`src/rtl/ir_pkg.sv`:
```
// Shared loader/decoder definitions: FSM state encoding and default IR widths.
// Combinational-free package; no latency or backpressure of its own.
package ir_pkg;

  localparam int IR_DATA_WIDTH = 8;
  localparam int IR_ADDR_WIDTH = 8;

  typedef enum logic [2:0] {
    S_IDLE       = 3'd0,
    S_INIT_RD    = 3'd1,
    S_INIT_WAIT  = 3'd2,
    S_INIT_WR    = 3'd3,
    S_FETCH_RD   = 3'd4,
    S_FETCH_WAIT = 3'd5,
    S_ISSUE      = 3'd6
  } state_t;

endpackage

```
`src/rtl/ir_addr_counter.sv`:
```
// Word counter with clear/increment/last-compare and a wrapping base+count adder.
// Count updates one cycle after inc; addr and last are pure decode of the count.
module ir_addr_counter #(
  parameter int ADDR_WIDTH = 8
) (
  input  logic                  clk,
  input  logic                  rst,
  input  logic                  clr,
  input  logic                  inc,
  input  logic [ADDR_WIDTH-1:0] base,
  input  logic [ADDR_WIDTH-1:0] limit,
  output logic [ADDR_WIDTH-1:0] cnt,
  output logic [ADDR_WIDTH-1:0] addr,
  output logic                  last
);

  always_ff @(posedge clk or posedge rst) begin
    if (rst) begin
      cnt <= '0;
    end else if (clr) begin
      cnt <= '0;
    end else if (inc) begin
      cnt <= cnt + 1'b1;
    end
  end

  assign addr = base + cnt;
  assign last = (cnt == limit);

endmodule

```
`src/rtl/ir_loader.sv`:
```
// Instruction loader: bulk-copies cache words into the IR regfile or fetches opcode+operands.
// 3 cycles/word on a zero-wait cache; waits on cache_rvalid and holds ISSUE until ir_ready.
module ir_loader
  import ir_pkg::*;
#(
  parameter int DATA_WIDTH = IR_DATA_WIDTH,
  parameter int ADDR_WIDTH = IR_ADDR_WIDTH,
  parameter int NUM_PARAMS = 3
) (
  input  logic                             clk,
  input  logic                             rst,
  input  logic                             init,
  input  logic [ADDR_WIDTH-1:0]            init_src,
  input  logic [ADDR_WIDTH-1:0]            init_dst,
  input  logic [ADDR_WIDTH-1:0]            init_len,
  input  logic                             fetch,
  input  logic [ADDR_WIDTH-1:0]            pc,
  output logic                             cache_ren,
  output logic [ADDR_WIDTH-1:0]            cache_addr,
  input  logic [DATA_WIDTH-1:0]            cache_rdata,
  input  logic                             cache_rvalid,
  output logic                             irf_wen,
  output logic [ADDR_WIDTH-1:0]            irf_waddr,
  output logic [DATA_WIDTH-1:0]            irf_wdata,
  output logic                             ir_valid,
  input  logic                             ir_ready,
  output logic [DATA_WIDTH-1:0]            ir_op,
  output logic [NUM_PARAMS*DATA_WIDTH-1:0] ir_params,
  output logic                             busy,
  output logic                             done
);

  state_t                  state, state_nxt;
  logic [ADDR_WIDTH-1:0]   rd_base, wr_base, limit;
  logic [ADDR_WIDTH-1:0]   cnt, cnt_addr, cnt_base;
  logic [DATA_WIDTH-1:0]   wdata;
  logic                    cnt_clr, cnt_inc, cnt_last;

  // One adder serves both address streams: the write base is only selected in INIT_WR.
  assign cnt_base = (state == S_INIT_WR) ? wr_base : rd_base;

  ir_addr_counter #(.ADDR_WIDTH(ADDR_WIDTH)) u_cnt (
    .clk   (clk),
    .rst   (rst),
    .clr   (cnt_clr),
    .inc   (cnt_inc),
    .base  (cnt_base),
    .limit (limit),
    .cnt   (cnt),
    .addr  (cnt_addr),
    .last  (cnt_last)
  );

  always_ff @(posedge clk or posedge rst) begin
    if (rst) begin
      state <= S_IDLE;
    end else begin
      state <= state_nxt;
    end
  end

  always_comb begin
    state_nxt = state;
    cnt_clr   = 1'b0;
    cnt_inc   = 1'b0;
    case (state)
      S_IDLE: begin
        cnt_clr = 1'b1;
        if (init) begin
          if (init_len != '0) state_nxt = S_INIT_RD;
        end else if (fetch) begin
          state_nxt = S_FETCH_RD;
        end
      end
      S_INIT_RD:   state_nxt = S_INIT_WAIT;
      S_INIT_WAIT: if (cache_rvalid) state_nxt = S_INIT_WR;
      S_INIT_WR: begin
        if (cnt_last) begin
          state_nxt = S_IDLE;
        end else begin
          cnt_inc   = 1'b1;
          state_nxt = S_INIT_RD;
        end
      end
      S_FETCH_RD:  state_nxt = S_FETCH_WAIT;
      S_FETCH_WAIT: begin
        if (cache_rvalid) begin
          if (cnt_last) begin
            state_nxt = S_ISSUE;
          end else begin
            cnt_inc   = 1'b1;
            state_nxt = S_FETCH_RD;
          end
        end
      end
      S_ISSUE:     if (ir_ready) state_nxt = S_IDLE;
      default:     state_nxt = S_IDLE;
    endcase
  end

  always_comb begin
    cache_ren  = 1'b0;
    cache_addr = '0;
    irf_wen    = 1'b0;
    irf_waddr  = '0;
    irf_wdata  = '0;
    ir_valid   = 1'b0;
    busy       = (state != S_IDLE);
    case (state)
      S_INIT_RD, S_FETCH_RD: begin
        cache_ren  = 1'b1;
        cache_addr = cnt_addr;
      end
      S_INIT_WR: begin
        irf_wen   = 1'b1;
        irf_waddr = cnt_addr;
        irf_wdata = wdata;
      end
      S_ISSUE:  ir_valid = 1'b1;
      default:  ;
    endcase
  end

  always_ff @(posedge clk or posedge rst) begin
    if (rst) begin
      rd_base   <= '0;
      wr_base   <= '0;
      limit     <= '0;
      wdata     <= '0;
      ir_op     <= '0;
      ir_params <= '0;
      done      <= 1'b0;
    end else begin
      done <= 1'b0;
      case (state)
        S_IDLE: begin
          if (init) begin
            rd_base <= init_src;
            wr_base <= init_dst;
            limit   <= init_len - 1'b1;
            done    <= (init_len == '0);
          end else if (fetch) begin
            rd_base <= pc;
            limit   <= ADDR_WIDTH'(NUM_PARAMS);
          end
        end
        S_INIT_WAIT: if (cache_rvalid) wdata <= cache_rdata;
        S_INIT_WR:   done <= cnt_last;
        S_FETCH_WAIT: begin
          if (cache_rvalid) begin
            if (cnt == '0) ir_op <= cache_rdata;
            for (int k = 0; k < NUM_PARAMS; k++) begin
              if (cnt == ADDR_WIDTH'(k + 1)) ir_params[k*DATA_WIDTH +: DATA_WIDTH] <= cache_rdata;
            end
          end
        end
        S_ISSUE:     done <= ir_ready;
        default:     ;
      endcase
    end
  end

endmodule

```
`config.mk`:
```
export PLATFORM = sky130hd
export DESIGN_NAME = ir_loader
export DESIGN_NICKNAME = d
export VERILOG_FILES = /design/src/rtl/ir_pkg.sv /design/src/rtl/ir_addr_counter.sv /design/src/rtl/ir_loader.sv
export SDC_FILE = /design/constraint.sdc
export NUM_CORES = 1
export LEC_CHECK = 0
export BUFFER_PORTS_ARGS = -buffer_cell sky130_fd_sc_hd__buf_4
export CAP_MARGIN = 10
export CORE_UTILIZATION = 45
export DETAILED_ROUTE_END_ITERATION = 12
export PLACE_DENSITY = 0.73
export SETUP_SLACK_MARGIN = 0.3
export SLEW_MARGIN = 20
export SYNTH_ARGS = -nofsm -noshare
export SYNTH_HDL_FRONTEND = slang
export SYNTH_SLANG_ARGS = --single-unit
```
`constraint.sdc`:
```
create_clock -name clk -period 3.01 [get_ports clk]
set_clock_uncertainty 0.05 [all_clocks]
set_input_delay 0.1505 -clock clk [delete_from_list [all_inputs] [get_ports clk]]
set_output_delay 0.1505 -clock clk [all_outputs]
set_load 0.02 [all_outputs]
```
==> Word level (Yosys, flattened, before mapping) <==
Index checks and enable logic that the tools add are counted.
{ "word_totals": {"reg_bits": 76, "out_inout_bits": 61, "elab_cells": 73} }
{ "classes": {"addsub": 3, "n_eq_ne": 15, "n_mux": 28, "n_reduce_logical": 16} }
{ "op_table": {"columns": ["cell", "n"], "rows": [
  ["$mux 8", 10],
  ["$pmux 3 s7", 1],
  ["$mux 3", 6],
  ["$eq 8x2->1 const B", 2],
  ["$logic_not 8->1", 2],
  ["$reduce_and 3->1", 4],
  ["$eq 3x3->1 const B", 3],
  ["$add 8x1->8 const B", 1],
  ["$add 8x8->8", 1],
  ["$eq 8x1->1 const B", 1],
  ["$eq 8x8->1", 1],
  ["$mux 1", 8],
  ["$reduce_bool 8->1", 1],
  ["$sub 8x1->8 const B", 1],
  ["$eq 3x2->1 const B", 2],
  ["$ne 2x2->1 const B", 3],
  ["$ne 3x3->1 const B", 2],
  ["$reduce_and 2->1", 3],
  ["$reduce_and 5->1", 1],
  ["$reduce_bool 2->1", 2],
  ["$eq 3x1->1 const B", 1],
  ["$logic_not 3->1", 1],
  ["$pmux 1 s3", 1],
  ["$reduce_bool 3->1", 1],
  ["other kinds (3)", 3]
]} }

==> Depth between registers and ports, before layout <==
{ "logic_depth": {"ltp_word": 6, "depth_mapped": 15} }

==> Cells and area by module <==
Synthesis repeated with hierarchy kept, for this count alone.
{ "hier_totals": {"hier_cells": 363, "area_unflattened_um2": 4053.9} }
{ "modules_own_cells": {"columns": ["module", "n_inst", "cells_per_inst", "area_each_um2", "seq_area_each_um2"], "rows": [
  ["ir_loader", 1, 280, 3310.7, 1701.6],
  ["ir_addr_counter", 1, 83, 743.2, 200.2]
]} }

==> Worst setup path after synthesis <==
OpenSTA, ideal clock, no wires.
{ "synth_timing": {"path_type": "reg2out", "from": "register state[0]", "to": "output cache_addr[7]", "arrival_ps": 3127, "slack_ps": -318, "stages_incl_launch_ff": 13, "n_path_buf": 2, "path_cell_list": "dfrtp_1 -> clkbuf_1 -> inv_1 -> nor2_1 -> nand2_1 -> clkbuf_1 -> nand2_1 -> nand2_1 -> ha_1 -> or4b_2 -> nor3_1 -> nor4_1 -> nor3_1"} }
{ "synth_via": {"elab_chain_cells": 4, "word_cells_on_any_way": 7, "classes_between": "add/sub: 1; eq/ne: 3; mux: 2; reduce/logical: 1"} }
{ "synth_rtl": {"columns": ["element", "line_no", "text"], "rows": [
  ["start: declaration", "ir_loader.sv:33", "state_t state, state_nxt;"],
  ["start signal: assignment", "ir_loader.sv:58", "state <= state_nxt;"],
  ["$eq 3x2->1", "ir_loader.sv:40", "assign cnt_base = (state == S_INIT_WR) ? wr_base : rd_base;"],
  ["$mux 8", "ir_loader.sv:40", null],
  ["$add 8x8->8", "ir_addr_counter.sv:27", "assign addr = base + cnt;"],
  ["$mux 8 *", "ir_loader.sv:109", "case (state)"],
  ["end: declaration", "ir_loader.sv:19", "output logic [ADDR_WIDTH-1:0] cache_addr,"]
]} }
Every way passes the cells marked *; elsewhere a longest branch is shown, timed or not.

==> Worst setup path in the final report <==
{ "layout_timing": {"from": "register state[0]", "to": "output irf_waddr[7]"} }
{ "layout_via": {"elab_chain_cells": 4} }
{ "layout_rtl": {"columns": ["element", "line_no", "text"], "rows": [
  ["$eq 3x2->1 *", "ir_loader.sv:40, ir_loader.sv:109", null],
  ["$mux 8", "ir_loader.sv:40", null],
  ["$add 8x8->8", "ir_addr_counter.sv:27", null],
  ["$mux 8 *", "ir_loader.sv:109", null],
  ["end: declaration", "ir_loader.sv:23", "output logic [ADDR_WIDTH-1:0] irf_waddr,"]
]} }
Marked as above.

==> run summary <==
Die Y-Extent - 96.3 µm
Crit. path cell count - 14
Initial Utilization - 0.461
DRC Markers - 0
Yosys top cell area share - 0.476
Root Buffer - clkbuf_8
final cell count without fillers - 636
Final Hold Viols - 0
DRT iter0 DRCs - 137
top post-synthesis cells by area - dfrtp_1 (48%), mux2_2 (12%), nand2_1 (4.6%)
GPL Wtd Cong - 0.901
relative slew slack - 0.353
Detail Route Antenna Nets - 0
#FFs+latches synth - 76
CP delay by family, top - simple AND/OR/NAND/NOR gates
WL/cell - 16.3 µm
CP arrival - 2.75 ns
CP endpoint kind - primary output
RSZ-0062 raised after global routing - yes
row cnt - 34
Most Used Layer, Global Route - met2
post-synth top area cell - dfrtp_1
Syn Inst Count - 371
Port Buffers - 106
part of the cycle the worst path needs - 0.979
Ys Warns - 0
Num CTS Buffers - 9
total global-route track usage - 0.236
CP bufs+invs - 4
Worst-Margin Slew - 0.964 ns
Power Dens Cells - 906 nW/µm²
setup TNS - 0 ns
Syn Area/Cell - 10.8 µm²
Async SR Flop Fraction - 1.00
cell count after placement - 585
final-stage net count - 583
Clock Path Buffers - 2
Hold WS - 0.0132 ns
Synth Cell Area - 4000 µm²
Primary FF master, synth - dfrtp_1
routed wire length - 10,400 µm
met3 Usage GRT - 0.0569
Final WS setup - 0.0622 ns
Max rail drop VDD - 573 µV
M2 GR Usage - 0.411
latest clock arrival within the worst-skew pair - 0.36 ns
CP peak stage delay - 0.37 ns
slowest CP cell - dfrtp_1
worst r2r path cells - 8
DIE WIDTH - 96.3 µm
share of layout cells above drive strength 1 - 0.468
post-synthesis sequential area ratio - 0.476
ant diodes - 0
CP Cell Sequence - inv_2 > nor2_4 > nand2_4 > nand2_1 > nand2_2 > ha_4 > buf_4 > buf_4 > a21oi_4 > nor2_4 > o21a_2 > o31a_1 > nor3_4 > buf_6
status - finished, final reports clean
dpl ws - 0.242 ns
Slew Limit Fails - 0
Mapped Nets - 431
kind of critical path - flop to primary output
Worst Setup Start Kind - flop
Hold Path Depth - 3
met1 usage - 0.275
Die ar. - 9270 µm²
CTS sink cnt - 76
Leakage - 2.89 nW
Area Growth Syn to Fin - 43.8%
GRT overflow - 0
max-cap violations - 0
Worst-path clk slew - 0.09 ns
Peak Freq - 0.339 GHz
# setup viols final - 0
Vias - 3,372
minimum clock period - 2.95 ns
Pre-antenna DRT Iters - 4
vias per cell - 5.30
Power, Total - 5.21 mW
Worst Path Required - 2.81 ns
Filler cells - 651
Core Area - 8680 µm²
Final HPWL DP - 7160 µm
worst min-delay path class - input port to flop
synth unique cells - 45
H-tree levels - 3
I/O pin count - 107
EDFF count, synth - 0
TritonCTS clock tree - built
vias in the first global route - 3,427
worst-path fanout max - 8
first-pass GRT wire length - 16,200 µm
largest net degree at the start of global routing - 29
initial antenna violation count - 0
==> per-stage QoR <==
stage / cell area (µm²) / utilization
2_1_floorplan: 4070 / -
3_3_place_gp: 5030 / 0.579
3_5_place_dp: 5030 / 0.579
4_1_cts: 5610 / 0.646
5_1_grt: 5750 / 0.663
6_report: 5750 / 0.663
==> where the power goes <==
| part | switching, mW | internal [mW] | leakage, nW | total (mW) |
|---|---|---|---|---|
| clock network | 0.433 | 0.405 | 0.109 | 0.837 |
| logic | 1.36 | 1.26 | 1.83 | 2.63 |
| registers | 0.298 | 1.45 | 0.952 | 1.75 |
| total | 2.09 | 3.12 | 2.89 | 5.21 |
==> cell type report <==
type                       instances  area [µm²]  share of cell area
timing repair buffer             153        1210               0.211
tap                              108         135              0.0235
clock inverter                     7        87.6              0.0152
multi-input combinational        266        2220               0.386
inverter                          17        68.8              0.0120
clock buffer                       9         124              0.0215
sequential                        76        1900               0.331
==> registers in the layout (all words and copies together), names as in the netlist <==
signal and count:
ir_params 24, u_cnt.cnt 8, rd_base 8, state 3, wr_base 8, done 1
wdata 8, limit 8, ir_op 8
==> what timing repair did <==
action | 4_1_cts | 5_1_grt
gates resized for setup | 25 | 19
pin swaps | 15 | 13
buffers inserted | 10 | 5
endpoints found under the hold margin | 63 | 0
setup endpoints to repair | 10 | 12
hold buffers | 20 | 0
==> worst register-to-register path, delay by kind of cell (launching register included) <==
family / cells / cell delay (ns)
buffers and inverters: 3 / 0.38
and+or+nand+nor: 4 / 1.21
DFF: 1 / 0.37
muxes: 1 / 0.36
==> synth_stat cells (all sizes together), types with 2 or more instances <==
cell type	count
dfrtp	76
nand2b	2
a21oi	5
xnor2	6
nand3	2
and3	11
nor2b	3
clkbuf	10
buf	2
ha	13
o21a	2
nor2	25
nand2	53
nand4	5
nand3b	2
nor4	7
nor3	9
o31a	2
a22oi	3
o21ai	26
inv	17
mux2	48
mux2i	16
xor2	13
==> layer usage <==
layer  share of wire  vias to the layer above
met1            0.41                     1653
met2            0.52                      113
li1                -                     1586
met3           0.056                       20
met4           0.021                        0
met5               0                        -
==> logic make-up (layout without fill, tap and decap cells) <==
kind of cell / after synthesis / count (layout) / share of synthesized area
buf+inv: 29 / 186 / 0.0291
fa+ha+maj: 14 / 14 / 0.0457
xor+xnor: 19 / 19 / 0.0416
flops: 76 / 76 / 0.476
compound gates: 44 / 44 / 0.0663
simple gates: 125 / 125 / 0.162
mux: 64 / 64 / 0.180
==> final timing paths <==
kind	start	to	slack, ns
setup / recovery	state[0]	irf_waddr[7]	0.06
hold / removal	init_src[7]	rd_base[7]	0.01
setup reg to reg	state[0]	ir_op[3]	0.53
hold reg to reg	limit[7]	limit[7]	0.46
max in group asynchronous	rst	rd_base[2]	1.84
min in group asynchronous	rst	wdata[1]	0.31
==> cell usage in the layout, fill, tap and decap left out, types with 7 or more instances in the layout <==
master / n
dfrtp_1: 76
mux2_2: 42
mux2i_1: 15
nand2_1: 44
buf_4: 129
xor2_1: 12
nor2_1: 23
and3_1: 10
dlygate4sd3_1: 20
ha_1: 7
inv_1: 13
o21ai_0: 22
clkbuf_8: 9
(Power assumes the default switching activity.)
